## config.mk

```make
export PLATFORM = sky130hd
export DESIGN_NAME = alu_seq_flat
export DESIGN_NICKNAME = d
export VERILOG_FILES = /design/src/rtl/alu_seq_if.sv /design/src/rtl/alu_seq.sv /design/src/flat_wrapper.sv
export SDC_FILE = /design/constraint.sdc
export NUM_CORES = 1
export LEC_CHECK = 0
export ABC_AREA = 1
export BUFFER_PORTS_ARGS = -buffer_cell sky130_fd_sc_hd__buf_2
export CAP_MARGIN = 30
export CORE_MARGIN = 1
export CORE_UTILIZATION = 40
export CTS_CLUSTER_DIAMETER = 60
export DETAILED_ROUTE_END_ITERATION = 12
export PLACE_DENSITY_LB_ADDON = 0.08
export SLEW_MARGIN = 0
export SYNTH_ARGS = -nofsm -noshare
export SYNTH_HDL_FRONTEND = slang
export SYNTH_SLANG_ARGS = --single-unit
```

## constraint.sdc

```tcl
create_clock -name clk -period 5.7 [get_ports clk]
set_clock_uncertainty 0.05 [all_clocks]
set_input_delay 0 -clock clk [delete_from_list [all_inputs] [get_ports clk]]
set_output_delay 0 -clock clk [all_outputs]
set_load 0.02 [all_outputs]
```

## src/rtl/alu_seq_if.sv

```systemverilog
// Handshake bus between the operand issue logic, alu_seq and the result writeback.
// The issue side uses the master modport and alu_seq uses the slave modport.
interface alu_seq_if #(
  parameter int WIDTH = 32,
  parameter int SEL_W = 5
);
  logic             in_valid;
  logic             in_ready;
  logic [WIDTH-1:0] a;
  logic [WIDTH-1:0] b;
  logic [SEL_W-1:0] sel;
  logic             out_valid;
  logic             out_ready;
  logic [WIDTH-1:0] s;
  logic             overflow;
  logic             illegal;

  modport master (
    output in_valid, a, b, sel, out_ready,
    input  in_ready, out_valid, s, overflow, illegal
  );

  modport slave (
    input  in_valid, a, b, sel, out_ready,
    output in_ready, out_valid, s, overflow, illegal
  );
endinterface

```

## src/rtl/alu_seq.sv

```systemverilog
// Registered ALU with valid/ready handshakes and an iterative shift-add multiplier.
// Define ALU_SEQ_SHIFT_AMT_EN to make SHL/SHR shift by b[$clog2(WIDTH)-1:0] instead of by 1.
module alu_seq #(
  parameter int WIDTH = 32,
  parameter int SEL_W = 5
) (
  input logic     clk,
  input logic     rst_n,
  alu_seq_if.slave bus
);
  localparam int CNT_W = $clog2(WIDTH + 1);

  localparam logic [1:0] S_IDLE = 2'd0;
  localparam logic [1:0] S_MUL  = 2'd1;
  localparam logic [1:0] S_DONE = 2'd2;

  localparam logic [SEL_W-1:0] OP_ADD = SEL_W'(1);
  localparam logic [SEL_W-1:0] OP_AND = SEL_W'(2);
  localparam logic [SEL_W-1:0] OP_EQ  = SEL_W'(3);
  localparam logic [SEL_W-1:0] OP_GT  = SEL_W'(4);
  localparam logic [SEL_W-1:0] OP_SHL = SEL_W'(5);
  localparam logic [SEL_W-1:0] OP_SHR = SEL_W'(6);
  localparam logic [SEL_W-1:0] OP_MUL = SEL_W'(7);
  localparam logic [SEL_W-1:0] OP_SUB = SEL_W'(8);
  localparam logic [SEL_W-1:0] OP_OR  = SEL_W'(9);
  localparam logic [SEL_W-1:0] OP_XOR = SEL_W'(10);

  logic [1:0]         state_q, state_d;
  logic [2*WIDTH-1:0] mcand_q, mcand_d;
  logic [WIDTH-1:0]   mplier_q, mplier_d;
  logic [2*WIDTH-1:0] acc_q, acc_d;
  logic [CNT_W-1:0]   cnt_q, cnt_d;
  logic [WIDTH-1:0]   s_q, s_d;
  logic               ovf_q, ovf_d;
  logic               ill_q, ill_d;
  logic               in_ready_q, in_ready_d;
  logic               out_valid_q, out_valid_d;

  logic [WIDTH-1:0]   alu_res;
  logic               alu_ovf;
  logic               alu_ill;
  logic [WIDTH:0]     sum_w;

`ifdef ALU_SEQ_SHIFT_AMT_EN
  localparam int SH_W = $clog2(WIDTH);
  logic [SH_W-1:0] shamt;
  assign shamt = bus.b[SH_W-1:0];
`endif

  // Single-cycle opcodes, evaluated on the live bus so the result is captured on the accept edge.
  always_comb begin
    alu_res = {WIDTH{1'b0}};
    alu_ovf = 1'b0;
    alu_ill = 1'b0;
    sum_w   = {1'b0, bus.a} + {1'b0, bus.b};
    case (bus.sel)
      OP_ADD: begin
        alu_res = sum_w[WIDTH-1:0];
        alu_ovf = sum_w[WIDTH];
      end
      OP_AND: alu_res = bus.a & bus.b;
      OP_EQ:  alu_res = {{(WIDTH-1){1'b0}}, (bus.a == bus.b)};
      OP_GT:  alu_res = {{(WIDTH-1){1'b0}}, (bus.a > bus.b)};
`ifdef ALU_SEQ_SHIFT_AMT_EN
      OP_SHL: begin
        alu_res = bus.a << shamt;
        alu_ovf = |(bus.a & ~({WIDTH{1'b1}} >> shamt));
      end
      OP_SHR: begin
        alu_res = bus.a >> shamt;
        alu_ovf = |(bus.a & ~({WIDTH{1'b1}} << shamt));
      end
`else
      OP_SHL: begin
        alu_res = {bus.a[WIDTH-2:0], 1'b0};
        alu_ovf = bus.a[WIDTH-1];
      end
      OP_SHR: begin
        alu_res = {1'b0, bus.a[WIDTH-1:1]};
        alu_ovf = bus.a[0];
      end
`endif
      OP_SUB: begin
        alu_res = bus.a - bus.b;
        alu_ovf = (bus.a < bus.b);
      end
      OP_OR:  alu_res = bus.a | bus.b;
      OP_XOR: alu_res = bus.a ^ bus.b;
      OP_MUL: alu_res = {WIDTH{1'b0}};
      default: alu_ill = 1'b1;
    endcase
  end

  // The last multiplier bit is folded in on the same edge that enters DONE, giving WIDTH+1 latency.
  always_comb begin
    state_d  = state_q;
    mcand_d  = mcand_q;
    mplier_d = mplier_q;
    acc_d    = acc_q;
    cnt_d    = cnt_q;
    s_d      = s_q;
    ovf_d    = ovf_q;
    ill_d    = ill_q;
    case (state_q)
      S_IDLE: begin
        if (bus.in_valid) begin
          if (bus.sel == OP_MUL) begin
            state_d  = S_MUL;
            mcand_d  = {{WIDTH{1'b0}}, bus.a};
            mplier_d = bus.b;
            acc_d    = {(2*WIDTH){1'b0}};
            cnt_d    = {CNT_W{1'b0}};
          end else begin
            state_d = S_DONE;
            s_d     = alu_res;
            ovf_d   = alu_ovf;
            ill_d   = alu_ill;
          end
        end else begin
          state_d = S_IDLE;
        end
      end
      S_MUL: begin
        if (mplier_q[0]) begin
          acc_d = acc_q + mcand_q;
        end else begin
          acc_d = acc_q;
        end
        mcand_d  = mcand_q << 1;
        mplier_d = mplier_q >> 1;
        cnt_d    = cnt_q + CNT_W'(1);
        if (cnt_d == CNT_W'(WIDTH)) begin
          state_d = S_DONE;
          s_d     = acc_d[WIDTH-1:0];
          ovf_d   = |acc_d[2*WIDTH-1:WIDTH];
          ill_d   = 1'b0;
        end else begin
          state_d = S_MUL;
        end
      end
      S_DONE: begin
        if (bus.out_ready) begin
          state_d = S_IDLE;
        end else begin
          state_d = S_DONE;
        end
      end
      default: state_d = S_IDLE;
    endcase
    in_ready_d  = (state_d == S_IDLE);
    out_valid_d = (state_d == S_DONE);
  end

  always_ff @(posedge clk or negedge rst_n) begin
    if (!rst_n) begin
      state_q     <= S_IDLE;
      mcand_q     <= {(2*WIDTH){1'b0}};
      mplier_q    <= {WIDTH{1'b0}};
      acc_q       <= {(2*WIDTH){1'b0}};
      cnt_q       <= {CNT_W{1'b0}};
      s_q         <= {WIDTH{1'b0}};
      ovf_q       <= 1'b0;
      ill_q       <= 1'b0;
      in_ready_q  <= 1'b1;
      out_valid_q <= 1'b0;
    end else begin
      state_q     <= state_d;
      mcand_q     <= mcand_d;
      mplier_q    <= mplier_d;
      acc_q       <= acc_d;
      cnt_q       <= cnt_d;
      s_q         <= s_d;
      ovf_q       <= ovf_d;
      ill_q       <= ill_d;
      in_ready_q  <= in_ready_d;
      out_valid_q <= out_valid_d;
    end
  end

  assign bus.in_ready  = in_ready_q;
  assign bus.out_valid = out_valid_q;
  assign bus.s         = s_q;
  assign bus.overflow  = ovf_q;
  assign bus.illegal   = ill_q;
endmodule

```

## src/flat_wrapper.sv

```systemverilog
// flat-port wrapper written by rule: the top's interface ports become plain ports
module alu_seq_flat 
#(
  parameter int WIDTH = 32,
  parameter int SEL_W = 5
)
  (clk, rst_n, bus_in_valid, bus_a, bus_b, bus_sel, bus_out_ready, bus_in_ready, bus_out_valid, bus_s, bus_overflow, bus_illegal);
  alu_seq_if #(.WIDTH(WIDTH), .SEL_W(SEL_W)) bus_i ();
  input logic clk;
  input logic rst_n;
  input wire logic [$bits(bus_i.in_valid)-1:0] bus_in_valid;
  input wire logic [$bits(bus_i.a)-1:0] bus_a;
  input wire logic [$bits(bus_i.b)-1:0] bus_b;
  input wire logic [$bits(bus_i.sel)-1:0] bus_sel;
  input wire logic [$bits(bus_i.out_ready)-1:0] bus_out_ready;
  output wire logic [$bits(bus_i.in_ready)-1:0] bus_in_ready;
  output wire logic [$bits(bus_i.out_valid)-1:0] bus_out_valid;
  output wire logic [$bits(bus_i.s)-1:0] bus_s;
  output wire logic [$bits(bus_i.overflow)-1:0] bus_overflow;
  output wire logic [$bits(bus_i.illegal)-1:0] bus_illegal;
  assign bus_i.in_valid = bus_in_valid;
  assign bus_i.a = bus_a;
  assign bus_i.b = bus_b;
  assign bus_i.sel = bus_sel;
  assign bus_i.out_ready = bus_out_ready;
  assign bus_in_ready = bus_i.in_ready;
  assign bus_out_valid = bus_i.out_valid;
  assign bus_s = bus_i.s;
  assign bus_overflow = bus_i.overflow;
  assign bus_illegal = bus_i.illegal;
  alu_seq #(.WIDTH(WIDTH), .SEL_W(SEL_W)) u_core (.clk(clk), .rst_n(rst_n), .bus(bus_i));
endmodule
```

Yosys cells after proc, flatten, opt, wreduce, memory -nomap -nowiden
Index checks and enable logic that the tools add are counted.

cells by class
  equal/unequal tests = 19
  order comparisons = 2
  muxes and demuxes = 34
  bitwise logic cells = 3
  add/sub/neg operators = 4
  reductions and logical operators = 7

operators by type and width
  kind                 number
  $mux 64              6
  $pmux 32 s9          1
  $pmux 64 s2          2
  $mux 32              5
  $pmux 32 s2          2
  $add 64x64->64       1
  $add 32x32->33       1
  $and 32x32->32       1
  $eq 32x32->1         1
  $gt 32x32->1         1
  $lt 32x32->1         1
  $or 32x32->32        1
  $reduce_or 32->1     1
  $sub 32x32->32       1
  $xor 32x32->32       1
  $eq 5x3->1 const B   4
  $eq 5x4->1 const B   3
  $mux 6               2
  $pmux 6 s2           1
  $eq 5x2->1 const B   2
  $reduce_or 9->1      1
  $mux 2               4
  $mux 1               7
  $add 6x1->6 const B  1
  other kinds (13)     18

word-level totals
  bits of input ports = 73
  output and inout port bits = 36
  word-level logic and storage cells = 79
  register bits = 204

Longest topological paths before layout
Gate-level depths: netlist of the first run.

  depth after elaboration = 6
  depth in mapped cells = 22
  mapped depth without buffers = 22

Worst setup path after synthesis of the first run
No wires, ideal clock.

  path kind = register -> register
  from = reg u_core.acc_q[0]
  to = reg u_core.ovf_q, in the netlist u_core.bus.overflow
  period minus slack after synthesis = 2.416 ns
  arrival = 2.244 ns
  library setup time = 0.122 ns
  stages on the path, launching flop included = 22
  required time = 5.528 ns
  slack = 3.284 ns
  path buffers = 0
  cell sequence = dfrtp_1 -> ha_1 -> inv_1 -> fa_1 -> inv_1 -> nand3_1 -> nand2_1 -> nand2_1 -> nand2_1 -> nand2_1 -> nand2_1 -> nand2_1 -> nand3_1 -> nand3_1 -> nand2_1 -> nand3_1 -> nor2_1 -> nand2_1 -> nor2_1 -> nand3_1 -> nand2_1 -> a21oi_1

on the way
  cells in the longest elaborated chain, start to end = 6

ends and longest elaborated chain
  item                    line            source
  start, declared         alu_seq.sv:31   logic [2*WIDTH-1:0] acc_q, acc_d;
  start signal, assigned  alu_seq.sv:159  acc_q <= {(2*WIDTH){1'b0}};
  $add 64x64->64          alu_seq.sv:125  acc_d = acc_q + mcand_q;
  $mux 64                 alu_seq.sv:124  if (mplier_q[0]) begin
  $mux 64                 alu_seq.sv:104  case (state_q)
  $reduce_or 32->1        alu_seq.sv:135  ovf_d = |acc_d[2*WIDTH-1:WIDTH];
  $mux 1                  alu_seq.sv:132  if (cnt_d == CNT_W'(WIDTH)) begin
  $pmux 1 s2              alu_seq.sv:104
  end signal, assigned    alu_seq.sv:173  ovf_q <= ovf_d;
  end, declared           alu_seq.sv:34   logic ovf_q, ovf_d;

Every way passes these cells. The select of a mux whose other input is x is not followed.
A chain may end at the register's enable or synchronous reset.

Final worst setup path of the first run
  from = reg u_core.mcand_q[54]
  to = reg u_core.ovf_q, in the netlist u_core.bus.overflow

on the way
  cells in the longest elaborated chain, start to end = 6

ends and longest elaborated chain
  item                    line            source
  start, declared         alu_seq.sv:29   logic [2*WIDTH-1:0] mcand_q, mcand_d;
  start signal, assigned  alu_seq.sv:157  mcand_q <= {(2*WIDTH){1'b0}};
  start signal, assigned  alu_seq.sv:168  mcand_q <= mcand_d;
  $add 64x64->64          alu_seq.sv:125
  $mux 64                 alu_seq.sv:124
  $mux 64                 alu_seq.sv:104
  $reduce_or 32->1        alu_seq.sv:135
  $mux 1                  alu_seq.sv:132
  $pmux 1 s2              alu_seq.sv:104

Every way passes these cells. The select of a mux whose other input is x is not followed.

==> results of run 1 <==
## kinds of logic after synthesis
group / after synthesis / share of synthesized area (%)
buf+inv: 827 / 15.03
fa+ha+maj: 163 / 9.769
simple gates: 1578 / 31.04
compound gates: 662 / 19.15
flops: 204 / 24.19
xor+xnor: 20 / 0.8298
## placed cells by master (no fill, tap or decap), types with 30 or more instances in the layout
master | synthesis | layout
sky130_fd_sc_hd__o211ai_1 | 73 | 73
sky130_fd_sc_hd__ha_1 | 160 | 160
sky130_fd_sc_hd__nor2_1 | 234 | 234
sky130_fd_sc_hd__buf_2 | 32 | 107
sky130_fd_sc_hd__dfrtp_1 | 203 | 202
sky130_fd_sc_hd__a211oi_1 | 30 | 30
sky130_fd_sc_hd__o22ai_1 | 108 | 108
sky130_fd_sc_hd__nand3_1 | 203 | 202
sky130_fd_sc_hd__o21ai_0 | 184 | 184
sky130_fd_sc_hd__nand2_1 | 1010 | 1010
sky130_fd_sc_hd__clkbuf_16 | 0 | 36
sky130_fd_sc_hd__dlygate4sd3_1 | 0 | 74
sky130_fd_sc_hd__a21oi_1 | 157 | 157
sky130_fd_sc_hd__inv_1 | 703 | 702
## report_power, final
part	switching [mW]	total [mW]	internal, mW	leakage [nW]
combinational	1.70	2.44	0.739	9.60
sequential	0.185	1.94	1.75	2.70
clock	0.832	2.13	1.30	0.548
## metal layers
layer / up-vias / share of wire, %
li1: 11260 / -
met1: 10800 / 41
met2: 744 / 48
met3: 178 / 5.1
met4: 0 / 5.4
met5: - / 0
## layout make-up
type | count | area [um2]
Clock inverter | 18 | 200.2
Fill cell | 5559 | 27620
Multi-Input combinational cell | 2423 | 12840
Timing Repair Buffer | 201 | 1446
Tap cell | 680 | 850.8
Sequential cell | 204 | 5107
Clock buffer | 45 | 954.7
Inverter | 718 | 2701
## critical path, cell delays in order, from the launching register on
cell and delay (ps):
sky130_fd_sc_hd__dfrtp_1 460, sky130_fd_sc_hd__ha_1 410, sky130_fd_sc_hd__nand2_1 90, sky130_fd_sc_hd__inv_1 100
sky130_fd_sc_hd__nand2_1 130, sky130_fd_sc_hd__nor3_1 400, sky130_fd_sc_hd__nand2_1 140, sky130_fd_sc_hd__nor3_1 350
sky130_fd_sc_hd__nand2_1 220, sky130_fd_sc_hd__nand2_1 110, sky130_fd_sc_hd__nand2_1 50, sky130_fd_sc_hd__nand3_1 70
sky130_fd_sc_hd__nand2_1 80, sky130_fd_sc_hd__nor2_1 120, sky130_fd_sc_hd__nand2_1 70, sky130_fd_sc_hd__nor2_1 300
sky130_fd_sc_hd__nand3_1 130, sky130_fd_sc_hd__nand2_1 80, sky130_fd_sc_hd__a21oi_1 70
## stage by stage
stage	hold WS, ps	setup WS, ps	total power [mW]	utilization, %	instance area (um2)
5_1_grt	169.7	1899	6.918	46.60	24100
3_3_place_gp	-39.45	2124	4.312	42.94	22210
2_1_floorplan	-345.6	3284	3.528	-	21110
3_5_place_dp	-35.82	2159	4.319	42.94	22210
6_report	110.6	2122	6.505	46.60	24100
4_1_cts	74.18	2143	6.535	46.60	24100
## registers in the layout, indices dropped and copies added (netlist names)
register	count
u_core.acc_q	64
u_core.mcand_q	64
u_core.bus.s	32
u_core.mplier_q	32
u_core.cnt_q	6
u_core.state_q	2
u_core.bus.illegal	1
u_core.bus.in_ready	1
u_core.bus.out_valid	1
u_core.bus.overflow	1
## cell usage after synthesis, types with 30 or more instances
master	instances
sky130_fd_sc_hd__clkbuf_1	63
sky130_fd_sc_hd__a211oi_1	30
sky130_fd_sc_hd__o211ai_1	73
sky130_fd_sc_hd__nand3_1	203
sky130_fd_sc_hd__nor2_1	234
sky130_fd_sc_hd__buf_2	32
sky130_fd_sc_hd__inv_1	703
sky130_fd_sc_hd__dfrtp_1	203
sky130_fd_sc_hd__nand2_1	1010
sky130_fd_sc_hd__o21ai_0	184
sky130_fd_sc_hd__o22ai_1	108
sky130_fd_sc_hd__ha_1	160
sky130_fd_sc_hd__a21oi_1	157
## how the worst min path moves through the flow
stage / start / to / slack [ps] / depth (start not counted)
5_1_grt: bus_sel[2] / u_core.state_q[0]$_DFF_PN0_ / 170 / 5
4_1_cts: bus_sel[2] / u_core.state_q[0]$_DFF_PN0_ / 70 / 5
6_report: bus_sel[2] / u_core.state_q[0]$_DFF_PN0_ / 110 / 5
3_5_place_dp: rst_n / u_core.mcand_q[55]$_DFFE_PN0P_ / -40 / 1
2_1_floorplan: rst_n / u_core.acc_q[0]$_DFFE_PN0P_ / -350 / 0
3_3_place_gp: rst_n / u_core.mcand_q[54]$_DFFE_PN0P_ / -40 / 1
==> summary.md, run 1 <==
| Metric | Value |
|---|---|
| Cell depth of the worst flop-to-flop path | `18` |
| Placed instance count | `a little over 4,000` |
| Maximum Capacitance Violations | `0` |
| Relative slew slack | `31.17%` |
| Power per cell area | `269.9 nW/um2` |
| Remaining global-route overflow | `0` |
| Post-CTS setup-driven buffer insertion count | `0` |
| Cell taking the most area after synthesis | `sky130_fd_sc_hd__dfrtp_1` |
| Post-route clock period utilization | `62.78%` |
| Total vias in the final route | `22,980` |
| I/O Pins | `109` |
| First-pass iteration count of the detailed router | `9` |
| Pins Over Slew Limit | `0` |
| Total clock buffers created by CTS | `35` |
| Kind of end point of the critical path | `flop` |
| M2 GR Usage | `57.53%` |
| TritonCTS clock tree | `yes` |
| Max clock buf depth | `3` |
| Fmax | `0.2795 GHz` |
| Global-route met3 utilization | `between 3 and 4%` |
| Pin count of the biggest net entering global routing | `130` |
| Worst setup SP type | `flop` |
| Worst r2r src | `u_core.mcand_q[54]$_DFFE_PN0P_` |
| Count of H-tree levels built during CTS | `2` |
| Capturing point of the worst reg2reg path | `u_core.bus.overflow$_DFFE_PN0P_` |
| Core ar. | `51,720 um2` |
| Clock root buffer | `sky130_fd_sc_hd__clkbuf_16` |
| Fraction of layout cells with a size suffix above 1 | `7.897%` |
| First-pass GRT wire length | `around 130,000 um` |
| Routability congestion estimate | `between 1 and 1.5` |
| Worst Path Arrival | `3930 ps` |
| Net count of the finished layout | `3,819` |
| Layout overhead on the synthesized area | `14.18%` |
| Leakage power figure | `12.85 nW` |
| Run status | `finished, final reports clean` |
| Worst setup slack for register-to-register paths | `2120 ps` |
| Average size of a mapped cell | `6.111 um2` |
| Routed length per placed instance | `20.69 um` |
| Type of the worst setup path | `reg -> reg` |
| Mapped cell area | `21,110 um2` |
| Proportion of netlist area held by the largest area contributor | `approximately 24%` |
| Clock-pin slew on the worst setup and hold paths | `60 ps` |
| Dominant synthesized flop cell | `sky130_fd_sc_hd__dfrtp_1` |
| Vias per Instance | `5.358` |
| Fin crit period | `3578 ps` |
| Hold-fix buffer count after cts | `74` |
| Critical Path RT | `between 6000 and 7000 ps` |
| # DRC | `0` |
| Number of buffer cells added on primary ports | `roughly 110` |
| Cell count after synthesis | `3,454` |
| Final setup viols | `0` |
| Initial core utilization | `40.81%` |
| Die Footprint | `53,690 um2` |
| Global routing usage summed across all routing layers | `between 30% and 40%` |
| Worst vdd rail ir drop | `239.8 uV` |
| Post-synthesis async set-or-reset flop share | `100.0%` |
| Net count after synthesis | `3,690` |
| Number of distinct library cells after synthesis | `62` |
| Clock latency of the later-clocked register in the worst-skew pair | `550 ps` |
| Number of rows in the core area | `83` |
| Most used routing layer in global routing | `met2` |
| Path class of the lowest-slack min-delay path | `in -> reg` |
| Non-filler cells, final | `4,289` |
| Iter 0 DRT Violations | `1,828` |
| Total count of hold-check failures in the final report | `0` |
| Vias in the first global route | `22,510` |
| Number of synthesized flops with an enable pin | `0` |
| Critical path launch point | `u_core.mcand_q[54]$_DFFE_PN0P_` |
| Aggregate routed wire length | `88,740 um` |
| Warning count from the yosys run | `0` |
| Die Ht | `about 230 um` |
| Number of antenna violations at the first check in global routing | `1` |
| Post-Route Setup TNS | `0 ps` |
| Number of sinks on the clock net | `204` |
| Final HPWL from detailed placement | `70,410 um` |
| Floorplan die width | `231.7 um` |
| Number of antenna repair diodes | `0` |
| Crit Path Max Fanout | `5` |
| Remaining antenna violation count | `0` |
| Slew at the pin closest to its max-slew limit | `slightly above 1000 ps` |
| RSZ-0062 raised after global routing | `false` |
| Leading post-synthesis cells by cell area | `sky130_fd_sc_hd__dfrtp_1 24%, sky130_fd_sc_hd__nand2_1 18%, sky130_fd_sc_hd__inv_1 13%` |
| Capturing instance or port of the critical path | `u_core.bus.overflow$_DFFE_PN0P_` |
| Met1 track demand over resource in global routing | `39.75%` |
| Number of synthesized register bits | `approximately 200` |
| Quantity of gates resized following cts | `0` |
| Part of the Yosys area used for sequential elements | `24.19%` |
Power figures use the tool's default switching activity.
==> run 2: changes to the inputs <==
==> constraint.sdc (replaced) <==
create_clock -name clk -period 3.1 [get_ports clk]
set_clock_uncertainty 0.05 [all_clocks]
set_input_delay 0 -clock clk [delete_from_list [all_inputs] [get_ports clk]]
set_output_delay 0 -clock clk [all_outputs]
set_load 0.02 [all_outputs]
==> run 2 against run 1 <==
The flow now finishes with violations (setup timing). Sequential cell count did not move. Worst hold slack got worse by 25 ps. Worst setup slack got worse by 2100 ps. Wire length up 1.4%. Core utilization up 2.5 points. Sequential power up 83%. Register-to-register slack lost 2100 ps.
==> summary.md, run 2 (synthesized netlist as in run 1, its figures left out) <==
| Metric | Value |
|---|---|
| Crit path largest cell delay | `400 ps (-60 ps)` |
| Switching component of the power | `5.099 mW (+88%)` |
| Cell seen most often among critical-path stages | `sky130_fd_sc_hd__nand2_1` |
| Worst Hold Slack | `85.22 ps (-25.41 ps)` |
| Aggregate routed wire length | `90,000 um (+1.4%)` |
| Global routing usage summed across all routing layers | `33.36% (+0.41 points)` |
| Type of the worst setup path | `reg -> reg` |
| Slew at the pin closest to its max-slew limit | `940.3 ps (-81.40 ps)` |
| Commonest non-fill, non-tap cell in the layout | `sky130_fd_sc_hd__nand2_1` |
| Routed length per placed instance | `20.37 um (-1.6%)` |
| Fmax | `0.3217 GHz (+15%)` |
| Count of H-tree levels built during CTS | `1 (-1)` |
| Leakage power figure | `13.56 nW (+5.6%)` |
| Post-Place Setup Slack | `-124.8 ps (-2284 ps)` |
| First-pass GRT wire length | `135,700 um (+1.9%)` |
| Pins Over Slew Limit | `0 (unchanged)` |
| Final HPWL from detailed placement | `72,400 um (+2.8%)` |
| Total vias in the final route | `23,580 (+2.6%)` |
| Layout fillers | `5,432 (-2.3%)` |
| Maximum Capacitance Violations | `0 (unchanged)` |
| Run status | `finished, violations left` |
| Post-Layout Inst Area | `25,380 um2 (+5.3%)` |
| Power per cell area | `465.5 nW/um2 (+72%)` |
| Path class of the lowest-slack min-delay path | `in -> reg` |
| Clock latency of the later-clocked register in the worst-skew pair | `600 ps (+50 ps)` |
| Relative slew slack | `37.24% (+6.1 points)` |
| Initial core utilization | `40.81% (unchanged)` |
| Fin crit period | `3109 ps (-469.3 ps)` |
| RSZ-0062 raised after global routing | `true` |
| Net switching share of the total power | `43.16% (+1.4 points)` |
| Vias per Instance | `5.336 (-0.41%)` |
| Post-route clock period utilization | `100.3% (+38 points)` |
| Clock root buffer | `sky130_fd_sc_hd__clkbuf_16` |
| Fraction of layout cells with a size suffix above 1 | `12.49% (+4.6 points)` |
| Final setup viols | `1 (+1)` |
| Clk pwr share | `27.4% (-5.3 points)` |
| Area of placed instances | `23,370 um2 (+5.3%)` |
| Die Footprint | `53,690 um2 (unchanged)` |
| Placed instance count | `4,283 (+3.2%)` |
| TritonCTS clock tree | `yes` |
| Vias in the first global route | `23,200 (+3.1%)` |
| Floorplan die width | `231.7 um (unchanged)` |
| Total clock buffers created by CTS | `29 (-17%)` |
| Worst setup SP type | `flop` |
| Post-Route Setup TNS | `-8.960 ps (-8.960 ps)` |
| Worst Path Arrival | `3510 ps (-420 ps)` |
| Worst vdd rail ir drop | `498.4 uV (+110%)` |
| Smallest setup slack after layout | `-8.960 ps (-2131 ps)` |
| Number of buffer cells added on primary ports | `108 (unchanged)` |
| Pin count of the biggest net entering global routing | `98 (-25%)` |
| I/O Pins | `109 (unchanged)` |
| # DRC | `0 (unchanged)` |
| Remaining global-route overflow | `0 (unchanged)` |
| Worst setup slack for register-to-register paths | `-9 ps (-2130 ps)` |
| Number of antenna repair diodes | `0 (unchanged)` |
| Routability congestion estimate | `0.9879 (-2.0%)` |
| Crit-path slowest cell | `sky130_fd_sc_hd__ha_1` |
| Number of sinks on the clock net | `204 (unchanged)` |
| Largest registers in the final layout | `u_core.acc_q: 64 flops, u_core.mcand_q: 64 flops` |
| Max clock buf depth | `3 (unchanged)` |
| Kind of end point of the critical path | `flop` |
| Total count of hold-check failures in the final report | `0 (unchanged)` |
| First-pass iteration count of the detailed router | `8 (-1)` |
| Series of cell instances along the critical path | `ha_1 -> nand2_1 -> nor2_1 -> inv_1 -> nor2_2 -> nand4_1 -> nand3_2 -> nand2_1 -> nand3_1 -> nand3_1 -> nand2_1 -> nand2_1 -> nor2_1 -> nand2_1 -> nor2_1 -> nand3_1 -> nand2_1 -> a21oi_1` |
| Clock-pin slew on the worst setup and hold paths | `60 ps (about the same)` |
| Non-filler cells, final | `4,419 (+3.0%)` |
| Combinational fraction of design power | `42.5% (+5.0 points)` |
| Cell-internal power | `6.716 mW (+77%)` |
| Violations in the final reports | `setup timing` |
| Layout overhead on the synthesized area | `20.23%` |
| Crit Path Max Fanout | `5 (unchanged)` |
| Iter 0 DRT Violations | `1,733 (-5.2%)` |
| Most frequent cells in the layout | `993 x sky130_fd_sc_hd__nand2_1, 700 x sky130_fd_sc_hd__inv_1, 222 x sky130_fd_sc_hd__nor2_1` |
| Register share of total power | `30.1% (+0.3 points)` |
| Number of rows in the core area | `83 (unchanged)` |
| Core ar. | `51,720 um2 (unchanged)` |
| Net count of the finished layout | `3,952 (+3.5%)` |
| Post-route total power | `11.81 mW (+82%)` |
| Critical Path RT | `3500 ps (-2550 ps)` |
| Die Ht | `231.7 um (unchanged)` |
| Number of antenna violations at the first check in global routing | `1 (unchanged)` |
| Final core utilization | `49.07% (+2.5 points)` |
| Remaining antenna violation count | `0 (unchanged)` |
## run 2: worst paths after layout
path,end,from,cells past startpoint
max,u_core.bus.overflow$_DFFE_PN0P_,u_core.acc_q[15]$_DFFE_PN0P_,18
min,u_core.bus.illegal$_DFFE_PN0P_,bus_sel[3],7
max reg2reg,u_core.bus.overflow$_DFFE_PN0P_,u_core.acc_q[15]$_DFFE_PN0P_,18
min reg2reg,u_core.bus.s[22]$_DFFE_PN0P_,u_core.bus.s[22]$_DFFE_PN0P_,2
max in group asynchronous,u_core.bus.in_ready$_DFF_PN1_,rst_n,4
min in group asynchronous,u_core.acc_q[6]$_DFFE_PN0P_,rst_n,3
## run 2: metal layers
layer / wire, um / share of wire (%) / vias to the layer above / global-route usage, %
met5: 13 / 0.014 / - / 0
met2: 43680 / 49 / 726 / 58.68
met3: 4540 / 5.0 / 181 / 3.426
li1: - / - / 11540 / -
met4: 4906 / 5.5 / 2 / 16.45
met1: 36860 / 41 / 11130 / 40.32
## run 2: repair_timing
action	4_1_cts	5_1_grt
endpoints found under the hold margin	274	0
endpoints found under the setup margin	1	5
hold buffers	75	0
pin swaps	0	5
buffers inserted	0	7
gates resized for setup	8	56
## run 2: power by group through the flow
stage / clock network [mW] / registers (mW) / logic, mW
2_1_floorplan: 0 / 3.59 / 2.89
5_1_grt: 3.43 / 3.61 / 5.53
4_1_cts: 3.31 / 3.54 / 4.85
6_report: 3.24 / 3.55 / 5.02
3_5_place_dp: 0 / 3.58 / 4.73
3_3_place_gp: 0 / 3.56 / 4.71
## run 2: critical path, delay by kind of cell, from the launching register on
kind | cells | cell delay, ps
DFF | 1 | 390
adders and majority gates | 1 | 400
buffers and inverters | 1 | 80
and+or+nand+nor | 15 | 1980
AOI/OAI and AO/OA | 1 | 60
## run 2: cell type report
type                       count  area (um2)  area share (%)
sequential                   204        5107           20.13
clock inverter                15       135.1          0.5325
tap                          680       850.8           3.353
timing repair buffer         340        2690           10.60
clock buffer                  39       793.3           3.126
multi-input combinational   2423       13100           51.62
inverter                     718        2701           10.64
